**src/rtl/gate_test_sequencer.sv**
```systemverilog
// Gate-level truth-table sequencer: evaluates one of eight logic ops over all
// eight operand combos and stores each op's 8-bit truth table for readback.
//
// state | meaning
// IDLE  | waiting for a start rising edge
// EVAL  | one op bit per cycle, combo 0..7
// LATCH | commit the assembled byte to table[cur_op]
// NEXT  | advance to the next op (sweep) or finish
// DONE  | run complete, waiting for start to drop
module gate_test_sequencer (
    input  logic [7:0] io_in,
    output logic [7:0] io_out
);

    typedef enum logic [2:0] {
        IDLE  = 3'd0,
        EVAL  = 3'd1,
        LATCH = 3'd2,
        NEXT  = 3'd3,
        DONE  = 3'd4
    } state_t;

    logic       clk;
    logic       reset;
    logic       start;
    logic       mode;
    logic [2:0] op_sel;
    logic       out_sel;

    assign clk     = io_in[0];
    assign reset   = io_in[1];
    assign start   = io_in[2];
    assign mode    = io_in[3];
    assign op_sel  = io_in[6:4];
    assign out_sel = io_in[7];

    state_t     state;
    logic [2:0] combo;
    logic [2:0] cur_op;
    logic       q;
    logic       busy;
    logic       done;
    logic       start_d;
    logic       armed;
    logic       mode_r;
    logic [7:0] asm_byte;
    logic [7:0] table_mem [8];

    function automatic logic op_bit(input logic [2:0] op, input logic [2:0] k, input logic q_in);
        logic a, b, c;
        a = k[0];
        b = k[1];
        c = k[2];
        case (op)
            3'd0:    op_bit = a & b;
            3'd1:    op_bit = a | b;
            3'd2:    op_bit = a ^ b;
            3'd3:    op_bit = ~(a & b);
            3'd4:    op_bit = ~a;
            3'd5:    op_bit = a;
            3'd6:    op_bit = c ? b : a;
            default: op_bit = q_in;
        endcase
    endfunction

    // armed stays low after reset until start is seen low, so a start held
    // through reset release cannot look like a fresh rising edge.
    always_ff @(posedge clk) begin
        if (reset) begin
            state    <= IDLE;
            combo    <= 3'd0;
            cur_op   <= 3'd0;
            q        <= 1'b0;
            busy     <= 1'b0;
            done     <= 1'b0;
            start_d  <= 1'b0;
            armed    <= 1'b0;
            mode_r   <= 1'b0;
            asm_byte <= 8'h00;
            for (int i = 0; i < 8; i++) table_mem[i] <= 8'h00;
        end else begin
            start_d <= start;
            if (!start) armed <= 1'b1;
            case (state)
                IDLE: begin
                    if (start && !start_d && armed) begin
                        mode_r <= mode;
                        cur_op <= mode ? 3'd0 : op_sel;
                        combo  <= 3'd0;
                        q      <= 1'b0;
                        busy   <= 1'b1;
                        done   <= 1'b0;
                        state  <= EVAL;
                    end
                end
                EVAL: begin
                    // The DFF op reports q from before this cycle's update.
                    asm_byte[combo] <= op_bit(cur_op, combo, q);
                    q               <= combo[0];
                    combo           <= combo + 3'd1;
                    if (combo == 3'd7) state <= LATCH;
                end
                LATCH: begin
                    table_mem[cur_op] <= asm_byte;
                    state             <= NEXT;
                end
                NEXT: begin
                    if (mode_r && cur_op != 3'd7) begin
                        cur_op <= cur_op + 3'd1;
                        combo  <= 3'd0;
                        q      <= 1'b0;
                        state  <= EVAL;
                    end else begin
                        busy  <= 1'b0;
                        done  <= 1'b1;
                        state <= DONE;
                    end
                end
                DONE: begin
                    if (!start) state <= IDLE;
                end
                default: state <= IDLE;
            endcase
        end
    end

    assign io_out = out_sel ? {busy, done, cur_op, combo} : table_mem[op_sel];

endmodule

```
**config.mk**
```make
export PLATFORM = sky130hd
export DESIGN_NAME = gate_test_sequencer
export DESIGN_NICKNAME = d
export VERILOG_FILES = /design/src/rtl/gate_test_sequencer.sv
export SDC_FILE = /design/constraint.sdc
export NUM_CORES = 1
export LEC_CHECK = 0
export BUFFER_PORTS_ARGS = -buffer_cell sky130_fd_sc_hd__buf_2
export CORE_ASPECT_RATIO = 1.1
export CORE_MARGIN = 2
export CORE_UTILIZATION = 48
export CTS_BUF_LIST = sky130_fd_sc_hd__clkbuf_4 sky130_fd_sc_hd__clkbuf_8
export CTS_CLUSTER_SIZE = 40
export DETAILED_ROUTE_END_ITERATION = 6
export PLACE_DENSITY = 0.65
export SLEW_MARGIN = 30
export SYNTH_ARGS = -nofsm -noshare
export SYNTH_HDL_FRONTEND = slang
export SYNTH_SLANG_ARGS = --single-unit
```
**constraint.sdc**
```tcl
create_clock -name io_in -period 2.55 [get_ports io_in]
set_clock_uncertainty 0.2 [all_clocks]
set_input_delay 0.255 -clock io_in [delete_from_list [all_inputs] [get_ports io_in]]
set_output_delay 0.255 -clock io_in [all_outputs]
set_load 0.02 [all_outputs]
```
# Word-level counts from Yosys, hierarchy flattened
# Memories as Yosys holds them, arrays and structs flattened.
# Index checks and enable logic that the tools add are counted.
# W data, S select, Z words.
dict set report totals {
  ff_bits 23
  ramBits 64
  input_bits 8
  output_inout_bits 8
  elab_cells 88
  mem_count 1
}
dict set report op_classes {
  add_sub_neg 2
  n_lt_le_gt_ge 2
  n_eq_ne 17
  mux 36
  n_bitwise 5
  reduce_logical 15
}
# name words width rd rd_clocked_by_memory_dff wr line_no
set mem_list {}
lappend mem_list {table_mem 8 8 1 0 8 47} ;# logic [7:0] table_mem [8];
# operator count
set ops {}
lappend ops {{$mux W3} 10}
lappend ops {{$mux W8} 2}
lappend ops {{$eq A3 B3 Y1 const B} 5}
lappend ops {{$mux W1} 15}
lappend ops {{$pmux W3 S5} 1}
lappend ops {{$eq A3 B2 Y1 const B} 4}
lappend ops {{$reduce_and A3 Y1} 4}
lappend ops {{$ne A2 B2 Y1 const B} 5}
lappend ops {{$pmux W3 S3} 1}
lappend ops {{$bwmux W8} 1}
lappend ops {{$reduce_or A8 Y1} 1}
lappend ops {{$pmux W1 S7} 1}
lappend ops {{$add A3 B1 Y3 const B} 2}
lappend ops {{$eq A3 B1 Y1 const B} 2}
lappend ops {{$logic_not A3 Y1} 2}
lappend ops {{$pmux W3 S2} 1}
lappend ops {{$logic_and A1 B1 Y1} 4}
lappend ops {{$lt A3 B4 Y1 const B} 1}
lappend ops {{$pmux W1 S2} 2}
lappend ops {{$demux W1 S3} 1}
lappend ops {{$ge A3 B1 Y1 const B} 1}
lappend ops {{$ne A3 B3 Y1 const B} 1}
lappend ops {{$pmux W1 S3} 1}
lappend ops {{$reduce_bool A3 Y1} 1}
lappend ops {{other kinds (7)} 8}

# Longest topological paths before layout
dict set report logic_depth {
  ltp_word 6
  depth_mapped 7
}

# Least setup slack after synthesis
# Ideal clock, no wire load.
dict set report synth_timing {
  path_kind {register to register}
  start {reg cur_op[1]}
  end {reg asm_byte[0]}
  setup_time_ns 0.086
  t_arrival_ns 1.833
  path_slack_ns 0.432
  path_stages_with_launch 7
  period_less_slack_ns 2.118
  path_cell_list {dfxtp_1 inv_1 ha_1 or4b_1 o22ai_1 nor4b_2 a211oi_1}
}
dict set report synth_between {
  elab_chain_len 5
  word_cells_on_any_way 11
  classes_between {eq/ne: 6; mux: 4; reduce/logical: 1}
}
# item line_no
set synth_rtl {}
lappend synth_rtl {{start, declared} 39} ;# logic [2:0] cur_op;
lappend synth_rtl {{start signal, assigned} 88} ;# cur_op <= mode ? 3'd0 : op_sel;
lappend synth_rtl {{start signal, assigned} 109} ;# cur_op <= cur_op + 3'd1;
lappend synth_rtl {{$eq A3 B3 Y1 (tied with other cells)} 54} ;# case (op)
lappend synth_rtl {{$pmux W1 S7 *} 54}
lappend synth_rtl {{$mux W1 *} 84} ;# case (state)
lappend synth_rtl {{$mux W1 *} 69} ;# if (reset) begin
lappend synth_rtl {{$bwmux W8 *} 98} ;# asm_byte[combo] <= op_bit(cur_op, combo, q);
lappend synth_rtl {{end signal, assigned by index} 98}
lappend synth_rtl {{end, declared} 46} ;# logic [7:0] asm_byte;
# Every way passes the cells marked *; elsewhere a longest branch is shown, timed or not. The select of a mux whose other input is x is not followed.
# A chain may end at the register's enable or synchronous reset.

==> flow_results.org <==
** Run status
- The flow ran to the end, but the final reports show violations.
- Violated checks :: hold timing, setup timing

** Power and ir drop
- For this design the static power due to leakage is about 2.8 nW.
- Relative contribution of sequential cells to total power :: between 10% and 20%
- Combinational logic burns 0% of the power.
- Of the total power, the share spent switching nets is 38.81%.
- IR analysis of the VDD net gives a maximum drop of 1.055 mV.
- The clock network is responsible for between 80% and 90% of the overall power.
- P per Cell Area :: ~2000 nW/um^2
- Post-layout total power :: 13.56 mW
- Switching power summed over all nets :: 5.262 mW
- Int Pwr :: 8.296 mW

** Layout
- Leaving out filler cells and counting taps, the final layout contains around 590.
- Layout area overhead :: 53.85%
- The post-route netlist has 57.26% of its cells at a drive strength greater than 1.
- Net total in the final layout :: roughly 460
- 0 antenna diodes ended up in the layout.
- The finished cells cover between 6000 and 7000 sq um.
- Fill cell total of the finished layout :: 486
- Final core utilization :: 75.73%

** Route
- After detailed routing, the total wire length is 15.58 mm.
- DR DRC count :: 0
- Number of DRC markers after the initial detailed-route iteration :: about 550
- Total number of vias :: 3831
- Antenna-violating nets left :: 0
- In the routed layout, each cell is associated on average with a via count of 6.504.
- Number of iterations in the first detailed-routing pass :: 5
- Post-DR wirelength/cell :: 26.45 um

** STA
- Setup repair after global routing could not meet its margin everywhere.
- Hold_ws :: -257.7 ps
- Final setup viols :: 128
- Number of hold-slack violations in the final timing report :: 9
- Worst-case setup margin in the final layout :: -438.0 ps
- Actual slew at the worst max-slew pin :: 456.9 ps
- Max-slew violation count :: 0
- Max-Slew Margin vs Limit :: 69.50%

** GRT
- First-pass GRT wire length :: 25.76 mm
- Global router's overall resource usage :: 35.53%
- For this run the aggregate overflow at the end of global routing stands at 0.
- Largest net degree at the start of global routing :: 16
- The initial antenna violation count came to 1.
- The number of global-route vias before repair is 5516.

** Worst setup path
- Endpoint required time on the critical path :: 2100 ps
- Cell type group with the largest total delay on the critical path :: multiplexers
- Critical Path AT :: 2530 ps
- Among all stages on the critical path, the largest delay is contributed by sky130_fd_sc_hd__mux4_2.
- Worst-path fanout max :: 5
- CP most frequent cell :: sky130_fd_sc_hd__clkbuf_16
- The critical path is of the clock port to output pin type.
- CP Buf/Inv Count :: 3
- The critical path goes through clkbuf_16 -> clkbuf_16 -> mux4_2 -> mux2i_2 -> o21ai_2 -> buf_6.
- For this run, the slowest stage of the critical path takes between 400 and 500 ps.
- Crit path launch type :: clock port
- The worst setup path is captured at an output pin.

** Yosys
- Complex-gate fraction of the synthesized area :: 7.390%
- Yosys warning count :: 0
- The most used flip-flop cell after synthesis is sky130_fd_sc_hd__edfxtp_1.
- Summing the areas of all fa, ha and maj instances in the mapped netlist gives 2.578% of the synthesized area.
- In the synthesized netlist, the number of instances is 338.
- Proportion of netlist area held by the largest area contributor :: between 40% and 50%
- Share of the yosys chip area belonging to registers :: 54.54%
- After synthesis, the largest family of logic cells by area is simple AND/OR/NAND/NOR gates.
- In this run the mean area of a mapped cell was 12.92 sq um.
- Counting distinct cell types in the post-synthesis netlist gives 48.
- Measured against the total synthesized area, the mux share comes to 11.49%.
- Cell accounting for the most synthesized area :: sky130_fd_sc_hd__edfxtp_1
- Simple-gate share of the synthesized area :: 21.20%
- Flops & latches, synth :: 87
- Counting flops with a built-in enable in the synthesized netlist gives 64.
- Fraction of synthesis flops using an asynchronous set or reset pin :: 0%
- After Yosys synthesis, XOR and XNOR cells account for 0% of the synthesized area.
- Ranked by total cell area, the synthesized netlist is headed by sky130_fd_sc_hd__edfxtp_1 44%, sky130_fd_sc_hd__dfxtp_1 11%, sky130_fd_sc_hd__and2_1 9.2%, sky130_fd_sc_hd__mux4_2 8.2%, sky130_fd_sc_hd__mux2i_1 3.0%.
- The number of nets in the synthesized netlist is 355.
- Post-synthesis instance area :: 4368 sq um

** Floorplan
- Die X-Extent :: 94.96 um
- Placeable core area :: 8874 sq um
- The die covers 9880 sq um.
- 16 I/O pins were placed.
- Number of core rows :: 36
- Initial standard-cell utilization of the core :: 49.22%
- Vertical die dimension :: 104.1 um

** CTS
- Clock-pin slew was measured on the worst setup and hold paths at around 90 ps.
- Skew-Pair Late Insertion Delay :: 370 ps
- TritonCTS clock tree :: built
- For this design, the CTS-stage hold fixing added 0 buffers.

** Place
- At the end of routability-driven placement, the weighted congestion stood at 0.7546.
- Timing analysis after detailed placement gives a worst setup slack of -106.0 ps.
- Half-perimeter wire length after detailed placement :: 6.180 mm
- Placed inst area :: 4542 sq um
- Port buffering added 8 buffers.
- Placed Instances :: 447

** Flow run
- Across the run, the number of max-cap violations was 0.

** Min path
- HP Class :: clock port to register
## worst paths after layout
| path | start | endpoint | slack, ps | depth (start not counted) |
|---|---|---|---|---|
| setup / recovery | io_in[4] | io_out[6] | -440 | 6 |
| hold / removal | io_in[2] | armed | -260 | 3 |
| setup reg to reg | state[1] | table_mem[7][5] | 110 | 10 |
| hold reg to reg | busy | busy | 270 | 2 |
## synthesized netlist by cell type (2+ instances only)
master	n
sky130_fd_sc_hd__dfxtp_1	23
sky130_fd_sc_hd__inv_1	11
sky130_fd_sc_hd__mux4_2	16
sky130_fd_sc_hd__a211oi_1	10
sky130_fd_sc_hd__nand2b_1	2
sky130_fd_sc_hd__nor2b_1	4
sky130_fd_sc_hd__a21oi_1	13
sky130_fd_sc_hd__a31oi_1	4
sky130_fd_sc_hd__nand3b_1	2
sky130_fd_sc_hd__o22ai_1	3
sky130_fd_sc_hd__ha_1	9
sky130_fd_sc_hd__or2_2	9
sky130_fd_sc_hd__nor3_4	2
sky130_fd_sc_hd__o21ai_0	11
sky130_fd_sc_hd__nand2_4	2
sky130_fd_sc_hd__and2_1	64
sky130_fd_sc_hd__mux2i_1	13
sky130_fd_sc_hd__a311oi_1	2
sky130_fd_sc_hd__nor3_1	3
sky130_fd_sc_hd__nor4b_4	2
sky130_fd_sc_hd__nand2_1	16
sky130_fd_sc_hd__clkbuf_1	6
sky130_fd_sc_hd__nor2_1	12
sky130_fd_sc_hd__buf_1	2
sky130_fd_sc_hd__buf_4	2
sky130_fd_sc_hd__buf_2	5
sky130_fd_sc_hd__nor2_4	6
sky130_fd_sc_hd__edfxtp_1	64
## worst min-delay path: cells and delay by family
| family | cells | cell delay, ps |
|---|---|---|
| AOI/OAI and AO/OA | 1 | 50 |
| buffers and inverters | 2 | 220 |
## cell type report
| type | count | area [sq um] | area share, % |
|---|---|---|---|
| clock inverters | 20 | 276.5 | 4.115 |
| clock buffers | 130 | 1697 | 25.25 |
| inverters | 11 | 41.29 | 0.6144 |
| well taps | 114 | 142.6 | 2.123 |
| repair buffers | 3 | 22.52 | 0.3351 |
| flip-flops and latches | 87 | 2389 | 35.54 |
| multi-input cells | 224 | 2152 | 32.02 |
## metal layers
layer	wire [um]	part of all wire, %	track usage [%]	up-vias
li1	-	-	-	1489
met1	4837	31	26.38	1715
met2	6656	43	34.70	449
met3	2630	17	44.28	174
met4	1367	8.8	48.34	4
met5	90	0.58	13.33	-
## metrics by stage
| stage | setup TNS, ps | hold WS [ps] |
|---|---|---|
| 5_1_grt | -30000 | -238.3 |
| 4_1_cts | -39400 | -255.8 |
| 3_5_place_dp | -2777 | -130.9 |
| 6_report | -23850 | -257.7 |
| 2_1_floorplan | -3672 | -104.1 |
| 3_3_place_gp | -2753 | -130.9 |
## logic make-up after synthesis
family / count (synthesis)
buffers and inverters: 27
AOI/OAI and AO/OA: 49
DFF: 87
adders and majority gates: 9
and+or+nand+nor: 136
muxes: 30
## placed cells by master, fill, tap and decap left out, types with 8 or more instances in the layout
cell type / netlist / routed
sky130_fd_sc_hd__a21oi_1: 13 / 13
sky130_fd_sc_hd__mux4_2: 16 / 16
sky130_fd_sc_hd__edfxtp_1: 64 / 64
sky130_fd_sc_hd__ha_1: 9 / 9
sky130_fd_sc_hd__or2_4: 0 / 8
sky130_fd_sc_hd__buf_8: 0 / 27
sky130_fd_sc_hd__buf_6: 1 / 29
sky130_fd_sc_hd__dfxtp_1: 23 / 18
sky130_fd_sc_hd__and2_4: 0 / 52
sky130_fd_sc_hd__inv_1: 11 / 13
sky130_fd_sc_hd__nor2_1: 12 / 11
sky130_fd_sc_hd__a211oi_1: 10 / 10
sky130_fd_sc_hd__clkbuf_8: 0 / 47
sky130_fd_sc_hd__o21ai_2: 0 / 9
sky130_fd_sc_hd__clkbuf_4: 0 / 11
sky130_fd_sc_hd__buf_4: 2 / 11
sky130_fd_sc_hd__nand2_1: 16 / 16
sky130_fd_sc_hd__and2_1: 64 / 12
## flip-flops by register name, indices dropped and copies added, names as in the netlist
register and cells:
table_mem 64, asm_byte 8, combo 3, cur_op 3, state 3, armed 1
busy 1, done 1, mode_r 1, q 1, start_d 1
## power by group through the flow
| stage | registers, mW | clock network [mW] | logic (mW) |
|---|---|---|---|
| 3_5_place_dp | 2.23 | 2.17 | 0.000000180 |
| 5_1_grt | 2.16 | 12.0 | 0.000000180 |
| 6_report | 2.16 | 11.4 | 0.000000180 |
| 2_1_floorplan | 2.23 | 2.64 | 0.000000195 |
| 4_1_cts | 2.15 | 11.1 | 0.000000180 |
| 3_3_place_gp | 2.23 | 2.17 | 0.000000180 |
## repair_timing
item,CTS,global route
setup endpoints to repair,143,144
gates cloned,2,0
setup buffers,35,18
pin swaps,16,20
resized for setup,84,80
Power figures use the tool's default switching activity.
